### src/rtl/spi_object_loader.sv
// Parses the framed object stream from the SPI word deserializer into quad RAM and starts the subdivision engine.
// Optional build macro LOADER_INDEX_CHECK_EN rejects face indices that are >= the vertex count.
module spi_object_loader #(
    parameter int ADDR_WIDTH = 11
) (
    input  logic                  clk,
    input  logic                  reset,
    input  logic                  rx_valid,
    input  logic [31:0]           rx_data,
    input  logic                  restart,
    output logic                  mem_we,
    output logic [ADDR_WIDTH-1:0] mem_addr,
    output logic [31:0]           mem_wdata,
    output logic [ADDR_WIDTH-1:0] vertex_count,
    output logic [ADDR_WIDTH-1:0] face_count,
    output logic                  busy,
    output logic                  start_proc,
    output logic                  load_error
);
    localparam int KW = ADDR_WIDTH + 1;
    localparam int CW = 2 * ADDR_WIDTH + 4;
    localparam logic [31:0] MAX_N = 32'(1) << ADDR_WIDTH;

    localparam logic [2:0] S_IDLE   = 3'd0;
    localparam logic [2:0] S_VCOUNT = 3'd1;
    localparam logic [2:0] S_VERTS  = 3'd2;
    localparam logic [2:0] S_FCOUNT = 3'd3;
    localparam logic [2:0] S_FACES  = 3'd4;
    localparam logic [2:0] S_DRAIN  = 3'd5;
    localparam logic [2:0] S_DONE   = 3'd6;
    localparam logic [2:0] S_ERROR  = 3'd7;

    logic [2:0]    state;
    logic [KW-1:0] k;
    logic [KW-1:0] n_words;
    logic [KW-1:0] v_cnt;
    logic          hdr_bad, word_big, vcount_bad, fcount_bad, last_vert, last_obj;
    logic [CW-1:0] v_need, f_need;

    // Any count word with bits above KW already exceeds the largest legal object,
    // so it is flagged directly and the products below never see it.
    assign hdr_bad    = (rx_data < 32'd2) || (rx_data > MAX_N);
    assign word_big   = |rx_data[31:KW];
    assign v_need     = CW'(3) * CW'(rx_data[KW-1:0]) + CW'(2);
    assign f_need     = CW'(3) * (CW'(v_cnt) + CW'(rx_data[KW-1:0])) + CW'(2);
    assign vcount_bad = word_big || (v_need > CW'(n_words));
    assign fcount_bad = word_big || (f_need != CW'(n_words));
    assign last_vert  = CW'(k) == CW'(3) * CW'(v_cnt);
    assign last_obj   = (k + KW'(1)) == n_words;
    assign busy       = (state != S_IDLE) && (state != S_DONE) && (state != S_ERROR);

`ifdef LOADER_INDEX_CHECK_EN
    logic idx_hit;
    assign idx_hit = rx_data >= 32'(v_cnt);
`endif

    always_ff @(posedge clk or posedge reset) begin
        if (reset) begin
            state        <= S_IDLE;
            k            <= '0;
            n_words      <= '0;
            v_cnt        <= '0;
            mem_we       <= 1'b0;
            mem_addr     <= '0;
            mem_wdata    <= '0;
            vertex_count <= '0;
            face_count   <= '0;
            start_proc   <= 1'b0;
            load_error   <= 1'b0;
        end else begin
            mem_we     <= 1'b0;
            start_proc <= 1'b0;
            if (rx_valid && busy && state != S_DRAIN) begin
                mem_we    <= 1'b1;
                mem_addr  <= k[ADDR_WIDTH-1:0];
                mem_wdata <= rx_data;
            end
            if (rx_valid && busy)
                k <= k + KW'(1);

            case (state)
                S_IDLE: if (rx_valid) begin
                    k       <= '0;
                    n_words <= rx_data[KW-1:0];
                    if (hdr_bad) begin
                        load_error <= 1'b1;
                        state      <= S_ERROR;
                    end else begin
                        state <= S_VCOUNT;
                    end
                end
                S_VCOUNT: if (rx_valid) begin
                    vertex_count <= rx_data[ADDR_WIDTH-1:0];
                    v_cnt        <= rx_data[KW-1:0];
                    if (vcount_bad) begin
                        load_error <= 1'b1;
                        state      <= S_DRAIN;
                    end else if (rx_data == 32'd0) begin
                        state <= S_FCOUNT;
                    end else begin
                        state <= S_VERTS;
                    end
                end
                S_VERTS: if (rx_valid && last_vert)
                    state <= S_FCOUNT;
                S_FCOUNT: if (rx_valid) begin
                    face_count <= rx_data[ADDR_WIDTH-1:0];
                    if (fcount_bad) begin
                        load_error <= 1'b1;
                        state      <= last_obj ? S_ERROR : S_DRAIN;
                    end else if (rx_data == 32'd0) begin
                        state      <= S_DONE;
                        start_proc <= 1'b1;
                    end else begin
                        state <= S_FACES;
                    end
                end
                S_FACES: if (rx_valid) begin
`ifdef LOADER_INDEX_CHECK_EN
                    // load_error is clear on entry here, so it doubles as the sticky bad-index flag
                    if (idx_hit)
                        load_error <= 1'b1;
                    if (last_obj) begin
                        if (load_error || idx_hit) begin
                            state <= S_ERROR;
                        end else begin
                            state      <= S_DONE;
                            start_proc <= 1'b1;
                        end
                    end
`else
                    if (last_obj) begin
                        state      <= S_DONE;
                        start_proc <= 1'b1;
                    end
`endif
                end
                S_DRAIN: if (rx_valid && last_obj)
                    state <= S_ERROR;
                default: if (restart) begin
                    state      <= S_IDLE;
                    load_error <= 1'b0;
                end
            endcase
        end
    end
endmodule

### config.mk
export PLATFORM = sky130hd
export DESIGN_NAME = spi_object_loader
export DESIGN_NICKNAME = d
export VERILOG_FILES = /design/src/rtl/spi_object_loader.sv
export SDC_FILE = /design/constraint.sdc
export NUM_CORES = 1
export LEC_CHECK = 0
export ABC_AREA = 1
export BUFFER_PORTS_ARGS = -buffer_cell sky130_fd_sc_hd__buf_2
export CAP_MARGIN = 20
export CORE_MARGIN = 8
export CORE_UTILIZATION = 31
export CTS_CLUSTER_SIZE = 10
export DETAILED_ROUTE_END_ITERATION = 12
export GPL_ROUTABILITY_DRIVEN = 0
export GPL_TIMING_DRIVEN = 0
export MAX_ROUTING_LAYER = met4
export PLACE_DENSITY = 0.53
export SLEW_MARGIN = 40
export SYNTH_ARGS = -nofsm -noshare
export SYNTH_HDL_FRONTEND = slang
export SYNTH_SLANG_ARGS = --single-unit
export TNS_END_PERCENT = 20
### constraint.sdc
create_clock -name clk -period 8.5 [get_ports clk]
set_input_delay 1.7 -clock clk [delete_from_list [all_inputs] [get_ports clk]]
set_output_delay 1.7 -clock clk [all_outputs]
set_load 0.1 [all_outputs]
==> results of run 1 <==
==> synthesized netlist by cell type (all sizes together), types with 5 or more instances <==
cell type / number / area, sq um
clkbuf: 15 / 56.3
nand2: 357 / 1350
dfrtp: 96 / 2400
a21oi: 43 / 215
nor3: 8 / 40.0
buf: 13 / 92.6
xnor2: 20 / 175
o21ai: 97 / 485
o21bai: 6 / 45.0
inv: 174 / 653
nand3: 73 / 365
nand3b: 5 / 37.5
o22ai: 8 / 50.1
ha: 95 / 1190
nor2: 98 / 415
nand4: 27 / 169
xor2: 13 / 114
and3: 5 / 31.3
==> critical path, delay by kind of cell <==
family	cells	cell delay (ns)
AOI/OAI and AO/OA	3	0.57
xor gates and xnor gates	1	0.17
adders and majority gates	3	1.14
buffers and inverters	3	0.41
and+or+nand+nor	15	1.69
==> state kept, by name, indices dropped and copies added, names as in the netlist, named ones only <==
| name | cells |
|---|---|
| vertex_count | 10 |
| k | 11 |
| v_cnt | 2 |
| mem_addr | 11 |
| n_words | 12 |
| start_proc | 1 |
| state | 3 |
| mem_wdata | 32 |
| load_error | 1 |
| mem_we | 1 |
| face_count | 11 |
==> logic make-up (layout without fill, tap and decap cells) <==
kind of cell	Yosys count	after routing	synth area share
AOI/OAI and AO/OA	164	164	0.107
xor gates and xnor gates	34	34	0.0384
adders and majority gates	99	99	0.156
buffers and inverters	203	323	0.0993
DFF	96	96	0.296
and+or+nand+nor	581	581	0.302
==> routing by layer <==
layer	share of wire	vias to the layer above
met3	0.045	35
met2	0.45	189
met4	0.029	0
met1	0.48	3635
li1	-	4018
met5	0	-
==> final timing paths <==
path                            endpoint  slack [ns]  depth (start not counted)
max                             state[1]        3.05                         25
min                        mem_wdata[19]        0.48                          2
max reg2reg                     state[1]        4.01                         25
min reg2reg                mem_wdata[19]        0.48                          2
max in group asynchronous     n_words[0]        6.61                          3
min in group asynchronous  mem_wdata[19]        1.32                          2
==> layout make-up <==
| class | count | area, sq um |
|---|---|---|
| plain buffers | 28 | 149 |
| clock buffers | 9 | 225 |
| clock inverters | 7 | 60.1 |
| fillers | 2817 | 16500 |
| inverters | 175 | 664 |
| multi-input cells | 878 | 4900 |
| flip-flops and latches | 96 | 2400 |
| well taps | 335 | 419 |
| repair buffers | 104 | 543 |
==> per-stage QoR <==
stage	cell area (sq um)	setup slack (ns)
2_1_floorplan	8110	3.44
3_3_place_gp	9050	2.67
3_5_place_dp	9080	2.69
4_1_cts	9370	3.03
5_1_grt	9370	2.64
6_report	9370	3.05
==> impl_metrics.ini, run 1 <==
[sta]
worstMarginPinSlew_ns = 0.656
rsz0062_at_grt = no
fin_crit_sh = 0.641
fmax_ghz = 0.184
relSlewSlack = 0.559
hold_slack_ns = 0.479
min_period_ns = 5.45
tns_ns = 0
final_hold_viol_count = 0
fin_skew_ns = 0.00937
drv_slew = 0
setup_violations = 0

[grt]
antenna_found_initial = 0
grt_usage = 0.165
grt_max_degree = 57
grt.busiest_layer = met2
grt_pass1_vias = 7421
grt_use_met2 = 0.250
use_met1 = 0.223
grt-ovfl-total = 0
grtUsageMet3 = 0.0211
grt_pass1_wl_microns = 39900

[placement]
place_inst = 1616
hpwl_microns = 21200
port_buffers = 103

[floorplan]
core_area_sq_um = 25900
rows = 59
start_util = 0.313
die_w_microns = 178
dieArea_sq_um = 31600
ios = 105
die_y_microns = 178

[critical_path]
slowest_stage = fa_1
critPathMaxFanout = 6
endpoint_kind = register
required_ns = 8.75
cp.arrival_ns = 5.70
crit_type = primary input to register
startpoint_type = primary input
r2r-start = vertex_count[0]
cp_slowest_stage_delay_ns = 0.48
crit_top_cell = nand2_1
cp-startpoint = rx_data[1]

[drt]
drt_pass1_iterations = 5
via_per_inst = 4.83
num_vias = 7877
drt_wl_total_microns = 25400
drc = 0
ant_nets = 0
drt_iter0_markers = 525
wl_per_cell_microns = 15.6

[cells_and_area]
drive_gt1_frac = 0.116
fin_util = 0.361
area_growth_pct = 15.5
antenna_cells = 0
layout.cells.non_filler = 1632
final_net_count = 1427
layout_common_cells = nand2_1 (355), inv_1 (171), buf_2 (105)
layout_commonest_cell = nand2_1

[synth]
syn_area_sq_um = 8110
syn_nets = 1312
avgSynthCellArea_sq_um = 6.89
synth-seq-cells = 96
ys_types = 37
synthFlopType = dfrtp_1
synth-seq-area-share = 0.296
synthArstFlopShare = 1.00
synth_edf_count = 0
yosys_warnings = 0
syn_inst = 1177

[hold_path]
min_path_type = register to register
worstHoldStart = mem_wdata[19]

[clock_network]
cts_hold_buf = 0
clkLatencyLatePin_ns = 0.35
cts_tree = yes
root_buffer = clkbuf_16
cts_buffers = 9
post-cts-setup-buffers = 0
ctsResizeCount = 0
cts_htree_levels = 3
cts.path.max_buffers = 2
cts.clk_slew.worst_paths_ns = 0.08
numClockSinks = 96

[job]
cap_viol_max_count = 0

[status]
status = finished clean
Power of run 1 is left out: the tool's default activity adds up to more than one toggle a clock period on the data nets, which glitch-free logic cannot reach.
==> inputs of run 2 (changes only) <==
PLACE_DENSITY = 0.55   (was 0.53)
clock period = 4.45 ns   (was 8.5 ns; I/O delays follow)
==> run 2 against run 1 <==
First-iteration DRC count grew 6.3%. Flip-flop and latch count is the same. Clock skew shrank 0.00075 ns. Clock-buffer cell count is the same. Global-route usage shrank 0.10 points. Routed wire length shrank 0.49%. Via count shrank 1.0%. Register-to-register slack lost 3.6 ns. Non-clock buffer count grew 5. Critical path depth grew 3. Cell count grew 0.31%. Core utilization grew 1.0 points. Highest routed layer unchanged.
==> impl_metrics.ini, run 2 (synthesis results as in run 1) <==
[clock_network]
cts.path.max_buffers = 2
cts_htree_levels = 3
clkLatencyLatePin_ns = 0.35
numClockSinks = 96
cts_tree = yes
cts.clk_slew.worst_paths_ns = 0.08
cts_hold_buf = 0
cts_buffers = 9
root_buffer = clkbuf_16

[grt]
grt_max_degree = 71
grt_pass1_wl_microns = 39800
grt-ovfl-total = 0
grt_usage = 0.164
grt_pass1_vias = 7503
antenna_found_initial = 0

[critical_path]
cp.arrival_ns = 4.42
crit_type = primary input to register
cp_slowest_stage_delay_ns = 0.29
startpoint_type = primary input
critPathMaxFanout = 5
crit_top_cell = nand2_1
slowest_stage = ha_4
endpoint_kind = register
required_ns = 4.70

[cells_and_area]
reg_top3 = mem_wdata: 32 flops, n_words: 12 flops
regMostFlops = mem_wdata
final_net_count = 1432
layout_commonest_cell = nand2_1
fill_cells = 2804
fin_util = 0.372
layout_common_cells = nand2_1 (349), inv_1 (169), buf_2 (104)
area_growth_pct = 18.7
drive_gt1_frac = 0.142
largest_reg_flops = 32
antenna_cells = 0

[sta]
worstMarginPinSlew_ns = 0.580
relSlewSlack = 0.610
drv_slew = 0
hold_slack_ns = 0.467
worst_slack_ns = 0.279
final_hold_viol_count = 0
fin_crit_sh = 0.937
min_period_ns = 4.17
fmax_ghz = 0.240
setup_violations = 0
fin_skew_ns = 0.00862

[drt]
num_vias = 7798
wl_met3_microns = 1060
drt_wl_total_microns = 25300
drt_pass1_iterations = 5
met1_length_microns = 12100
wl_per_cell_microns = 15.4
routed.top_layer = met4
drt_iter0_markers = 558
ant_nets = 0
drc = 0
wl_met2_microns = 11600
via_per_inst = 4.76

[placement]
dpl_worst_slack_ns = -0.567
hpwl_microns = 20900
port_buffers = 103

[floorplan]
ios = 105
start_util = 0.313
core_area_sq_um = 25900
die_y_microns = 178
rows = 59
die_w_microns = 178
dieArea_sq_um = 31600

[hold_path]
min_path_type = primary input to asynchronous set/reset pin

[job]
cap_viol_max_count = 0

[status]
status = finished clean
==> run 2: area by class of cell <==
cell class | instances | area [sq um] | share of cell area
Buffer | 28 | 149 | 0.0155
Tap cell | 335 | 419 | 0.0435
Clock inverter | 7 | 95.1 | 0.00988
Multi-Input combinational cell | 878 | 5080 | 0.528
Inverter | 175 | 668 | 0.0694
Sequential cell | 96 | 2400 | 0.250
Clock buffer | 9 | 225 | 0.0234
Timing Repair Buffer | 109 | 583 | 0.0606
==> run 2: critical path: cells and delay by family <==
kind	cells	cell delay [ns]
simple gates	17	1.52
fa+ha+maj	3	0.80
buf+inv	2	0.27
xor+xnor	1	0.23
compound gates	5	0.68
==> run 2: what timing repair did <==
action	4_1_cts	5_1_grt
pin swaps	3	18
hold endpoints to repair	0	0
setup endpoints to repair	4	4
gates resized for setup	10	26
setup buffers	2	3
==> run 2: metal layers <==
metal  GRT usage  up-vias
met2       0.257      180
met3      0.0236       26
met4      0.0445        0
met5           -        -
met1       0.219     3568
li1            -     4024
==> run 2: worst paths after layout <==
path	startpoint	end	slack, ns	cells after the start
max	rx_data[2]	state[1]	0.28	28
min	reset	mem_wdata[10]	0.47	2
max reg2reg	vertex_count[0]	state[1]	0.37	25
min reg2reg	mem_wdata[12]	mem_wdata[12]	0.48	2
max in group asynchronous	reset	state[2]	3.38	3
min in group clk	mem_wdata[12]	mem_wdata[12]	0.48	2
==> run 2: through the flow <==
| stage | area, sq um | setup TNS, ns | std cells |
|---|---|---|---|
| after global placement | 9050 | -23.42 | 1615 |
| after global routing | 9630 | -0.0236 | 1637 |
| final | 9630 | 0 | 1637 |
| after detailed placement | 9080 | -1.97 | 1616 |
| after floorplan | 8110 | 0 | 1177 |
| after CTS | 9490 | 0 | 1634 |
Power of run 2 is left out for the same reason.
==> inputs of run 3 (changes only) <==
clock period = 3.46 ns   (was 4.45 ns; I/O delays follow)
==> run 3 against run 2 <==
The flow now finishes with violations (setup timing). Highest routed layer unchanged. Routed wire length is 5.6% higher. Register-to-register slack worse by 0.70 ns. Clock-buffer cell count stayed put. Clock skew rose by 0.0039 ns.
==> impl_metrics.ini, run 3 (synthesis results as in run 1) <==
[status]
status = complete, but fails checks
violations = setup timing

[clock_network]
numClockSinks = 96
cts_tree = yes
cts.path.max_buffers = 2
cts_hold_buf = 0
root_buffer = clkbuf_16
cts_htree_levels = 3
cts_buffers = 9
clkLatencyLatePin_ns = 0.36
cts.clk_slew.worst_paths_ns = 0.08

[cells_and_area]
largest_reg_flops = 32
drive_gt1_frac = 0.187
antenna_cells = 0
area_growth_pct = 22.9
final_net_count = 1452
reg_top3 = mem_wdata: 32 flops, n_words: 12 flops
layout_commonest_cell = nand2_1
layout.cells.non_filler = 1657
layout_common_cells = nand2_1 (343), inv_1 (165), buf_2 (98)
regMostFlops = mem_wdata

[sta]
fin_skew_ns = 0.0125
rsz0062_at_grt = yes
setup_violations = 5
fmax_ghz = 0.260
worst_slack_ns = -0.381
worstMarginPinSlew_ns = 0.607
relSlewSlack = 0.592
drv_slew = 0
fin_crit_sh = 1.11
final_hold_viol_count = 0
min_period_ns = 3.84

[grt]
grt_pass1_wl_microns = 42000
grt-ovfl-total = 0
antenna_found_initial = 0
grt_max_degree = 59
grt_usage = 0.174
grt_pass1_vias = 7867

[floorplan]
rows = 59
start_util = 0.313
ios = 105
core_area_sq_um = 25900
die_w_microns = 178
die_y_microns = 178
dieArea_sq_um = 31600

[critical_path]
required_ns = 3.72
crit_top_cell = nand2_1
cp.arrival_ns = 4.10
slowest_stage = ha_4
crit_buf_inv = 2
critPathMaxFanout = 5
startpoint_type = primary input
path_delay_family = simple AND/OR/NAND/NOR gates
endpoint_kind = register
crit_type = primary input to register
cp_slowest_stage_delay_ns = 0.30

[job]
cap_viol_max_count = 0

[placement]
hpwl_microns = 21300
place_inst = 1616
port_buffers = 103

[drt]
num_vias = 8082
via_per_inst = 4.88
drt_wl_total_microns = 26700
drt_iter0_markers = 429
ant_nets = 0
drc = 0
drt_pass1_iterations = 6
wl_per_cell_microns = 16.1

[hold_path]
min_path_type = primary input to asynchronous set/reset pin
-- run 3: cell types whose count changed in the layout (fill, tap and decap cells not counted), sizes merged --
cell,previous run,this run
buf,122,142
bufinv,1,0
clkinv,2,3
clkinvlp,1,2
inv,178,177
-- run 3: per-layer routing --
metal | vias up | global-route usage | wire (microns)
li1 | 4069 | - | -
met1 | 3795 | 0.223 | 12200
met2 | 184 | 0.281 | 12800
met3 | 34 | 0.0287 | 1110
met4 | 0 | 0.0462 | 577
met5 | - | - | 0
-- run 3: final cells by class --
type                    count  area [sq um]
inverters                 175           668
flip-flops and latches     96          2410
well taps                 335           419
repair buffers            129           763
clock inverters             7          61.3
clock buffers               9           225
fillers                  2752         15900
multi-input cells         878          5270
plain buffers              28           149
-- run 3: path summary, 6_finish.rpt --
path | startpoint | endpoint | slack (ns) | cells past startpoint
min | reset | mem_wdata[20] | 0.29 | 2
min in group clk | mem_wdata[15] | mem_wdata[15] | 0.47 | 2
max reg2reg | vertex_count[0] | state[1] | -0.33 | 25
max | rx_data[3] | state[1] | -0.38 | 28
min reg2reg | mem_wdata[15] | mem_wdata[15] | 0.47 | 2
max in group asynchronous | reset | n_words[10] | 2.57 | 3
-- run 3: stage by stage --
step,hold WS [ns],instance area (sq um),util,TNS (ns),setup slack [ns]
3_3_place_gp,0.450,9150,0.353,-102.47,-1.18
2_1_floorplan,0.503,8220,-,-1.24,-0.353
5_1_grt,0.299,9970,0.385,-2.66,-0.648
3_5_place_dp,0.453,9190,0.355,-5.09,-1.23
4_1_cts,0.304,9870,0.381,-1.61,-0.415
6_report,0.292,9970,0.385,-1.38,-0.381
-- run 3: timing repair --
action	CTS	global route
resized for setup	54	16
setup endpoints to repair	5	5
hold endpoints to repair	0	0
buffers inserted	21	4
gates cloned	0	0
pin swaps	33	17
Power of run 3 is left out for the same reason.
